<file path="src/rtl/ot_pkg.sv">
// ---------------------------------------------------------------------------
// ot_pkg -- shared types for the output byte-pack stream stage.
//
// Contents:
//   OT_TBITS / OT_TBYTE : default stream word width in bits / bytes
//   byte_cnt_t          : byte position inside a word (0..7)
//   word_t              : one packed stream word {data, keep, last}
//   keep_mask()         : TKEEP pattern for bytes 0..last_idx filled
// ---------------------------------------------------------------------------
package ot_pkg;

  localparam int OT_TBITS = 64;
  localparam int OT_TBYTE = OT_TBITS / 8;

  typedef logic [2:0] byte_cnt_t;

  typedef struct packed {
    logic [OT_TBITS-1:0] data;
    logic [OT_TBYTE-1:0] keep;
    logic                last;
  } word_t;

  // Contiguous low-order mask: last_idx=2 -> 8'h07, last_idx=7 -> 8'hFF.
  function automatic logic [OT_TBYTE-1:0] keep_mask(input byte_cnt_t last_idx);
    logic [OT_TBYTE-1:0] m;
    for (int i = 0; i < OT_TBYTE; i++) begin
      m[i] = (i <= int'(last_idx));
    end
    return m;
  endfunction

endpackage

</file>
<file path="src/rtl/ot_word_fifo.sv">
// ---------------------------------------------------------------------------
// ot_word_fifo -- synchronous FIFO of word_t with a registered head.
//
// The head word (dout) is a register that always holds the oldest stored
// entry, so it can drive an AXI-Stream master directly: empty_n is the
// stream valid and comes from the occupancy register only.
//
// Ports:
//   clk, reset : clock, synchronous active-high reset
//   push, din  : write request and word (ignored when full and not popping)
//   full_n     : not full
//   pop        : consume the head word (ignored when empty)
//   dout       : head word (zero while empty after reset or drain)
//   empty_n    : not empty (head word valid)
// ---------------------------------------------------------------------------
module ot_word_fifo
  import ot_pkg::*;
#(
  parameter int DEPTH = 16
) (
  input  logic  clk,
  input  logic  reset,
  input  logic  push,
  input  word_t din,
  output logic  full_n,
  input  logic  pop,
  output word_t dout,
  output logic  empty_n
);

  localparam int AW = $clog2(DEPTH);

  word_t         mem [DEPTH];
  logic [AW-1:0] wr_ptr;
  logic [AW-1:0] rd_ptr;
  logic [AW-1:0] rd_nxt;
  logic [AW:0]   count;
  logic [AW:0]   count_nxt;
  logic          do_push;
  logic          do_pop;

  assign full_n  = (count != (AW+1)'(DEPTH));
  assign empty_n = (count != '0);

  // A pop frees a slot in the same cycle, so a full FIFO still accepts a push.
  assign do_pop  = pop && empty_n;
  assign do_push = push && (full_n || do_pop);

  // NOTE: every signal written here gets a default first; a missed branch would otherwise infer a latch.
  always_comb begin
    count_nxt = count;
    rd_nxt    = rd_ptr;
    if (do_pop) begin
      rd_nxt = rd_ptr + AW'(1);
    end
    if (do_push && !do_pop) begin
      count_nxt = count + (AW+1)'(1);
    end else if (do_pop && !do_push) begin
      count_nxt = count - (AW+1)'(1);
    end
  end

  // NOTE: storage has no reset; validity is tracked by the pointers and count, and resetting the array would only cost flops.
  always_ff @(posedge clk) begin
    if (do_push) begin
      mem[wr_ptr] <= din;
    end
  end

  // NOTE: sequential state uses non-blocking assignments so every flop samples pre-edge values.
  always_ff @(posedge clk) begin
    if (reset) begin
      wr_ptr <= '0;
      rd_ptr <= '0;
      count  <= '0;
      dout   <= '0;
    end else begin
      rd_ptr <= rd_nxt;
      count  <= count_nxt;
      if (do_push) begin
        wr_ptr <= wr_ptr + AW'(1);
      end
      // Preload the head with whatever the oldest entry will be after this
      // edge; when that entry is the one being written now, bypass the array.
      if (count_nxt == '0) begin
        dout <= '0;
      end else if (do_push && (rd_nxt == wr_ptr)) begin
        dout <= din;
      end else begin
        dout <= mem[rd_nxt];
      end
    end
  end

endmodule

</file>
<file path="src/rtl/ot_byte_pack_stream.sv">
// ---------------------------------------------------------------------------
// ot_byte_pack_stream -- accelerator output stage.
//
// Packs quantized bytes little-endian into 64-bit words, buffers them in a
// word FIFO and drives them to DMA S2MM as an AXI4-Stream master, with TLAST
// on the final word of each FRAME_WORDS-word frame or on a word closed early
// by last_in.
//
// Pipeline: completing byte captured (edge E0) -> completed-word register
// -> holding stage (E1) -> FIFO head (E2, m_axis_tvalid rises).
//
// Ports:
//   clk, reset            : clock, synchronous active-high reset
//   valid_in, data_in     : one byte per cycle, no backpressure
//   last_in               : close word and frame after this byte
//   m_axis_tvalid/tready  : AXI-Stream handshake
//   m_axis_tdata/tkeep    : packed word and byte-valid mask
//   m_axis_tlast          : end of frame
//   overflow              : sticky, a completed word was dropped
//   frame_cnt             : beats with TLAST accepted (only when the
//                           OT_FRAME_CNT_EN macro is defined)
// ---------------------------------------------------------------------------
module ot_byte_pack_stream
  import ot_pkg::*;
#(
  parameter int TBITS       = OT_TBITS,  // must match ot_pkg::OT_TBITS
  parameter int TBYTE       = OT_TBYTE,  // must match ot_pkg::OT_TBYTE
  parameter int FIFO_DEPTH  = 16,
  parameter int FRAME_WORDS = 240
) (
  input  logic             clk,
  input  logic             reset,
  input  logic             valid_in,
  input  logic [7:0]       data_in,
  input  logic             last_in,
  output logic             m_axis_tvalid,
  input  logic             m_axis_tready,
  output logic [TBITS-1:0] m_axis_tdata,
  output logic [TBYTE-1:0] m_axis_tkeep,
  output logic             m_axis_tlast,
  output logic             overflow
`ifdef OT_FRAME_CNT_EN
  ,
  output logic [15:0]      frame_cnt
`endif
);

  localparam int WCW = (FRAME_WORDS > 1) ? $clog2(FRAME_WORDS) : 1;

  // ---------------- packer ----------------
  byte_cnt_t        byte_cnt;
  logic [TBITS-1:0] acc;
  logic [TBITS-1:0] acc_nxt;
  logic [WCW-1:0]   word_cnt;
  logic             word_done;
  logic             frame_end;
  word_t            word_q;
  logic             word_valid;

  always_comb begin
    acc_nxt                          = acc;
    acc_nxt[int'(byte_cnt)*8 +: 8]   = data_in;
  end

  assign word_done = valid_in && ((byte_cnt == 3'd7) || last_in);
  assign frame_end = last_in || (word_cnt == WCW'(FRAME_WORDS - 1));

  // The accumulator is cleared when a word closes, so bytes not written
  // before an early last_in read back as zero.
  always_ff @(posedge clk) begin
    if (reset) begin
      byte_cnt   <= '0;
      acc        <= '0;
      word_cnt   <= '0;
      word_q     <= '0;
      word_valid <= 1'b0;
    end else begin
      word_valid <= word_done;
      if (valid_in) begin
        if (word_done) begin
          word_q   <= '{data: acc_nxt, keep: keep_mask(byte_cnt), last: frame_end};
          byte_cnt <= '0;
          acc      <= '0;
          word_cnt <= frame_end ? '0 : word_cnt + WCW'(1);
        end else begin
          byte_cnt <= byte_cnt + 3'd1;
          acc      <= acc_nxt;
        end
      end
    end
  end

  // ---------------- holding stage ----------------
  word_t hold_word;
  logic  hold_valid;
  logic  hold_free;
  logic  fifo_push;
  logic  fifo_pop;
  logic  fifo_full_n;
  logic  fifo_empty_n;
  word_t fifo_head;

  assign fifo_pop  = m_axis_tready && fifo_empty_n;
  assign fifo_push = hold_valid && (fifo_full_n || fifo_pop);
  // The holding stage can take a new word if it is empty or draining now.
  assign hold_free = !hold_valid || fifo_push;

  always_ff @(posedge clk) begin
    if (reset) begin
      hold_word  <= '0;
      hold_valid <= 1'b0;
      overflow   <= 1'b0;
    end else if (word_valid) begin
      if (hold_free) begin
        hold_word  <= word_q;
        hold_valid <= 1'b1;
      end else begin
        overflow   <= 1'b1;  // new word dropped, held word kept
      end
    end else if (fifo_push) begin
      hold_valid <= 1'b0;
    end
  end

  // ---------------- word FIFO / AXI-Stream master ----------------
  ot_word_fifo #(
    .DEPTH (FIFO_DEPTH)
  ) u_fifo (
    .clk     (clk),
    .reset   (reset),
    .push    (fifo_push),
    .din     (hold_word),
    .full_n  (fifo_full_n),
    .pop     (fifo_pop),
    .dout    (fifo_head),
    .empty_n (fifo_empty_n)
  );

  // tvalid comes straight from the FIFO occupancy register, never from tready.
  assign m_axis_tvalid = fifo_empty_n;
  assign m_axis_tdata  = fifo_head.data;
  assign m_axis_tkeep  = fifo_head.keep;
  assign m_axis_tlast  = fifo_head.last;

`ifdef OT_FRAME_CNT_EN
  always_ff @(posedge clk) begin
    if (reset) begin
      frame_cnt <= '0;
    end else if (m_axis_tvalid && m_axis_tready && m_axis_tlast) begin
      frame_cnt <= frame_cnt + 16'd1;
    end
  end
`endif

endmodule

</file>
<file path="config.mk">
export PLATFORM = sky130hd
export DESIGN_NAME = ot_byte_pack_stream
export DESIGN_NICKNAME = d
export VERILOG_FILES = /design/src/rtl/ot_pkg.sv /design/src/rtl/ot_word_fifo.sv /design/src/rtl/ot_byte_pack_stream.sv
export SDC_FILE = /design/constraint.sdc
export NUM_CORES = 2
export LEC_CHECK = 0
export ABC_AREA = 1
export BUFFER_PORTS_ARGS = -buffer_cell sky130_fd_sc_hd__clkbuf_2
export CAP_MARGIN = 30
export CELL_PAD_IN_SITES_DETAIL_PLACEMENT = 0
export CELL_PAD_IN_SITES_GLOBAL_PLACEMENT = 1
export CORE_UTILIZATION = 50
export DETAILED_ROUTE_END_ITERATION = 16
export GPL_TIMING_DRIVEN = 0
export PLACE_DENSITY = 0.8
export SLEW_MARGIN = 5
export SYNTH_ARGS = -nofsm -noshare
export SYNTH_HDL_FRONTEND = slang
export SYNTH_SLANG_ARGS = --single-unit
</file>
<file path="constraint.sdc">
create_clock -name clk -period 5.4 [get_ports clk]
set_input_delay 0.54 -clock clk [delete_from_list [all_inputs] [get_ports clk]]
set_output_delay 0.54 -clock clk [all_outputs]
set_load 0.005 [all_outputs]
</file>
* Word level (Yosys, flattened, before mapping) *
Memories as Yosys holds them, arrays and structs flattened. A register that Yosys moved wholly into a read port is not among the register bits.
Cells that the tools add are included.

storage, ports and cells
  memories kept = 1
  bits in latches = 0
  output and inout bits = 75
  word-level logic and storage cells = 72
  flip-flop bits (word level) = 237
  ROM bits = 0
  input bits = 13
  memory bits (writable) = 1168

memory list
  name        words  bits a word  read ports  clocked after memory_dff  write ports  line                RTL
  u_fifo.mem  16     73           1           1                         1            ot_word_fifo.sv:33  word_t mem [DEPTH];

cells by class
  $add $sub $neg = 7
  shift-type cells = 2
  magnitude comparators = 7
  multiply operators = 0
  multiplexer cells = 12
  reduce and logical (&&, ||, !) cells = 23
  bitwise logic cells = 1
  div/mod/pow operators = 0
  equality and inequality tests = 4

operators with widths
  operator                                                       number
  bitwise mux 64 bit                                             1
  2-to-1 mux 64 bit                                              1
  variable shift 8 x 33 -> 64 bit, first input constant          1
  variable part select 8 x 33 -> 64 bit                          1
  negator 6 -> 33 bit                                            1
  less-or-equal comparator 3 bit, first input constant           4
  2-to-1 mux 5 bit                                               2
  adder 4 x 1 -> 4 bit, second input constant                    2
  adder 8 x 1 -> 8 bit, second input constant                    1
  equality test 8 bit, second input constant                     1
  2-to-1 mux 8 bit                                               1
  AND reduction 2 bit                                            4
  logical AND 1 bit                                              7
  less-or-equal comparator 2 x 3 -> 1 bit, first input constant  2
  adder 5 x 1 -> 5 bit, second input constant                    1
  logical NOT 5 bit                                              1
  logical OR 1 bit                                               5
  2-to-1 mux 1 bit                                               5
  inequality test 5 bit, second input constant                   1
  nonzero test 5 bit                                             1
  subtractor 5 x 1 -> 5 bit, second input constant               1
  2-to-1 mux 4 bit                                               1
  adder 3 x 1 -> 3 bit, second input constant                    1
  equality test 3 bit, second input constant                     1
  other kinds (7)                                                9

* Depth between registers and ports, before layout *
  depth in word-level cells = 11
  gate-level depth with buffers = 16
  mapped depth without buffers = 15

* Cells and area by module *
From an unflattened synthesis, not the netlist that was laid out.

unflattened totals
  cell total of the unflattened synthesis = 6654
  area, all modules = 64687.0 um^2

by module, submodules not included
  module               instances  area an instance (um^2)  cells an instance  sequential area each (um^2)
  ot_word_fifo         1          54995.2                  5245               36795.3
  ot_byte_pack_stream  1          9691.8                   1409               4484.3

* Least setup slack after synthesis *
OpenSTA, ideal clock, no wires.

  path type = input -> register
  start = in m_axis_tready
  end = mem u_fifo.mem[11][0] in the netlist's numbering (enable)
  path buffers = 1
  required time = 4.895 ns
  setup slack = 0.544 ns
  stages on the path = 7
  arrival = 4.351 ns
  library setup time = 0.505 ns
  path through = buf_2 -> nor2_1 -> nand3_1 -> nand2_1 -> inv_1 -> nand2_1 -> nor2_1

between the ends
  cells in the longest elaborated chain, start to end = 6
  elaborated cells between the ends (all ways) = 8
  those cells by class = mux: 2; reduce/logical: 6

RTL lines
  element                                                line                                            RTL
  start: declaration                                     ot_byte_pack_stream.sv:37                       input logic m_axis_tready,
  logical AND 1 bit (*)                                  ot_byte_pack_stream.sv:103                      assign fifo_pop = m_axis_tready && fifo_empty_n;
  logical OR 1 bit or logical AND 1 bit (tied branches)  ot_byte_pack_stream.sv:104, ot_word_fifo.sv:46
  logical AND 1 bit or logical OR 1 bit (tied branches)  ot_byte_pack_stream.sv:104, ot_word_fifo.sv:47
  logical AND 1 bit (*)                                  ot_word_fifo.sv:47                              assign do_push = push && (full_n || do_pop);
  2-to-1 mux 1 bit (*)                                   ot_word_fifo.sv:65                              if (do_push) begin
  2-to-1 mux 1 bit (not written as such) (*)             ot_word_fifo.sv:66                              mem[wr_ptr] <= din;
  end: declaration                                       ot_word_fifo.sv:33

Every way passes the cells marked *; elsewhere a longest branch is shown, timed or not.

* Final worst setup path *
  start = reg u_fifo.count[0]
  end = reg u_fifo.dout[67] in the netlist's numbering

between the ends
  cells in the longest elaborated chain, start to end = 11
  elaborated cells between the ends (all ways) = 19
  those cells by class = add/sub: 2; eq/ne: 1; mux: 3; reduce/logical: 13

RTL lines
  element                                                line                                            RTL
  start: declaration                                     ot_word_fifo.sv:37                              logic [AW:0] count;
  start signal: assignment                               ot_word_fifo.sv:79                              count <= count_nxt;
  nonzero test 5 bit                                     ot_word_fifo.sv:43                              assign empty_n = (count != '0);
  logical AND 1 bit                                      ot_byte_pack_stream.sv:103
  logical OR 1 bit or logical AND 1 bit (tied branches)  ot_byte_pack_stream.sv:104, ot_word_fifo.sv:46
  logical AND 1 bit or logical OR 1 bit (tied branches)  ot_byte_pack_stream.sv:104, ot_word_fifo.sv:47
  logical AND 1 bit                                      ot_word_fifo.sv:47
  logical NOT 1 bit                                      ot_word_fifo.sv:58                              end else if (do_pop && !do_push) begin
  logical AND 1 bit                                      ot_word_fifo.sv:58
  2-to-1 mux 5 bit                                       ot_word_fifo.sv:58
  2-to-1 mux 5 bit                                       ot_word_fifo.sv:56                              if (do_push && !do_pop) begin
  logical NOT 5 bit                                      ot_word_fifo.sv:85                              if (count_nxt == '0) begin
  OR reduction 2 bit (no line)                           -
  end signal: assignment                                 ot_word_fifo.sv:88                              dout <= din;
  end signal: assignment                                 ot_word_fifo.sv:90                              dout <= mem[rd_nxt];
  end: declaration                                       ot_word_fifo.sv:27                              output word_t dout,

Parallel ways exist; a longest one is shown, timed or not.
A chain may end at the register's enable or synchronous reset.

==> results.txt <==
status: finished clean
Worst-path clk slew: 0.06 ns
share of layout cells above drive strength 1: 0.0968
Gate power share: 0.444
DR DRC count: 0
routed vias/inst: 5.50
Crit path max-delay family: buffers and inverters
Clk pwr share: 0.250
gpl congestion: 0.920
cell chain of the critical path: inv_1 > ha_1 > nand3_4 > nand2_4 > nand2_1 > buf_2 > clkbuf_2 > buf_2 > nand3_1 > nand3_1 > nand3_1 > nand3_1 > nand3_1 > nand2_1 > inv_1
vias: 46300
final hold violations: 0
Slew headroom: 0.287
arrival time worst endpoint: 4.27 ns
global-route usage over all layers: 0.300
Place WS: 1.86 ns
Non-Filler Instances: 8411
Hold Crit Class: primary input to flip-flop
commonest non-fill, non-tap cell in the layout: nand2_1
Detailed Place HPWL: 131000 um
final worst slack: 1.81 ns
ANT nets after route: 0
root buf cell: clkbuf_16
DRT Pass-1 Iters: 8
commonest non-fill, non-tap cells in the layout: nand2_1 (1513), nand3_1 (1423), edfxtp_1 (1168)
Nets: 6679
IO Port Bufs: 85
sw frac: 0.433
Final Cycle Share: 0.665
Cell Int Power: 23.8 mW
Peak supply drop: 0.472 mV
crit path max-delay cell type: clkbuf_2
Routed WL: 190000 um
Netlist cell types: 37
# H-tree levels: 4
row count: 129
Switch Pwr: 18.2 mW
Synth Register Bits: 1478
Util after Layout: 0.575
Post-synth EDFFs: 1168
nature of the critical path endpoint: flip-flop
fin crit period: 3.59 ns
Leak: 30.3 nW
Worst Path Max Fanout: 10
initial antenna violation count: 16
CTS sink count: 1478
sequential area share after synthesis: 0.659
Die Height: 356 um
Starting Density: 0.505
post-CTS setup buffers: 0
CP dominant cell by count: nand3_1
Clock Latency Late Sink: 0.79 ns
Cell Area, Synth: 62700 um2
Data required, critical path: 6.08 ns
sequential share of power: 0.306
core area: 124000 um2
R2R Setup Slk: 1.81 ns
worst-margin pin slew: 1.07 ns
number of fill cells: 10600
Metal-1 WL: 77600 um
Final Skew: 0.0357 ns
Synth Instances: 6357
I/O Pins: 88
post-placement cell count: 8129
post-CTS sizing: 0
Multi-input gate area: 16500 um2
largest net degree at the start of global routing: 29
final hold slack: 0.212 ns
full die area: 127000 um2
grt ovf: 0
post-DR wirelength/cell: 22.6 um
slowest stage delay, CP: 0.74 ns
PD cells: 589 nW/um2
FMAX: 278 MHz
synth warn: 0
Inserted Clock Buffers: 154
crit path kind: flip-flop to flip-flop
number of global-route vias before repair: 43900
Mapped Avg Cell Area: 9.86 um2
# Max-Cap Violations: 0
Max Slew Vio Count: 0
Area Growth Syn to Fin: 13.7%
global-route wire length before repair: 279000 um
met3 routed WL: 17900 um
register area: 41300 um2
Chip Width: 356 um
WL met2: 86600 um
WP buf/inv: 5
CTS tree: yes
Async SR Flop Fraction: 0
predominant post-synthesis flop cell: edfxtp_1
top layer in use: met5
Synth Net Count: 6387
Final setup viols: 0
RSZ-0062 raised after global routing: no
CTS Buffer Depth: 3
CP Launch Type: flip-flop
drt initial violations: 5420
[final cells by class]
type	instances	share of cell area
inverters	831	0.0438
multi-input cells	3638	0.231
clock inverters	59	0.00820
flip-flops and latches	1478	0.579
plain buffers	410	0.0269
diodes	5	0.000176
repair buffers	136	0.0208
clock buffers	217	0.0612
well taps	1637	0.0287
[power groups by stage]
stage | Sequential, mW | Combinational [mW] | Clock, mW
CTS | 12.9 | 18.4 | 10.6
global placement | 13.1 | 18.1 | 0
finish | 12.9 | 18.6 | 10.5
detailed placement | 13.1 | 18.3 | 0
floorplan | 13.0 | 11.3 | 0
global route | 12.9 | 20.2 | 11.0
[state kept, by name (all words and copies together), names as in the netlist]
signal	cells
u_fifo.wr_ptr	4
word_cnt	8
u_fifo.mem	1168
u_fifo.dout	73
hold_valid	1
word_valid	1
u_fifo.count	5
word_q	73
u_fifo.rd_ptr	4
hold_word	73
acc	64
byte_cnt	3
overflow	1
[worst min-delay path: cells and delay by family]
kind	cells	cell delay (ns)
AO/OA/AOI/OAI	2	0.14
buffers and inverters	1	0.10
AND/OR/NAND/NOR	1	0.16
[path summary, 6_finish.rpt]
| kind | startpoint | end | cells after the start |
|---|---|---|---|
| max | u_fifo.count[0]$_SDFF_PP0_ | u_fifo.dout[67]$_SDFF_PP0_ | 15 |
| min | last_in | word_cnt[1]$_SDFFE_PP0P_ | 4 |
| max reg2reg | u_fifo.count[0]$_SDFF_PP0_ | u_fifo.dout[67]$_SDFF_PP0_ | 15 |
| min reg2reg | word_q[1]$_SDFFE_PP0P_ | hold_word[1]$_SDFFE_PP0P_ | 2 |
[cells in the mapped netlist (3+ instances only)]
master | n | area, um2
clkbuf_1 | 101 | 379
edfxtp_1 | 1168 | 35100
nor3_1 | 7 | 35.0
a21oi_1 | 207 | 1040
ha_1 | 17 | 213
buf_2 | 249 | 1250
inv_2 | 3 | 11.3
nand2_2 | 4 | 25.0
nor2_1 | 239 | 897
nand2_1 | 1513 | 5680
dfxtp_1 | 310 | 6210
inv_1 | 827 | 3100
buf_1 | 51 | 191
buf_6 | 8 | 90.1
nand4_1 | 7 | 43.8
xor2_1 | 4 | 35.0
mux2_2 | 16 | 180
nand3_1 | 1423 | 7120
o21ai_0 | 181 | 906
[through the flow]
step | TNS (ns) | power, mW | cell area (um2)
floorplan | 0 | 24.3 | 62700
global placement | -3506.52 | 31.2 | 65100
detailed placement | 0 | 31.4 | 66300
CTS | 0 | 41.8 | 71300
global route | 0 | 44.2 | 71300
finish | 0 | 42.0 | 71300
[repair_timing]
action	in CTS	in global routing
hold buffers	1	0
endpoints found under the hold margin	1	0
setup endpoints to repair	0	0
[cell families (layout without fill, tap and decap cells)]
kind of cell,count (synthesis),in the layout,share of synthesized area
xor+xnor,6,6,0.000839
simple gates,3204,3204,0.222
other cells,0,5,0
buf+inv,1241,1653,0.0803
mux,16,16,0.00288
flops,1478,1478,0.659
fa+ha+maj,17,17,0.00339
compound gates,395,395,0.0318
[routing by layer]
metal	global-route usage	vias to the layer above
met4	0.126	2
met1	0.414	21900
li1	-	21700
met5	0	-
met2	0.470	2267
met3	0.0498	366
No activity file was read; power rests on OpenSTA's default activity.
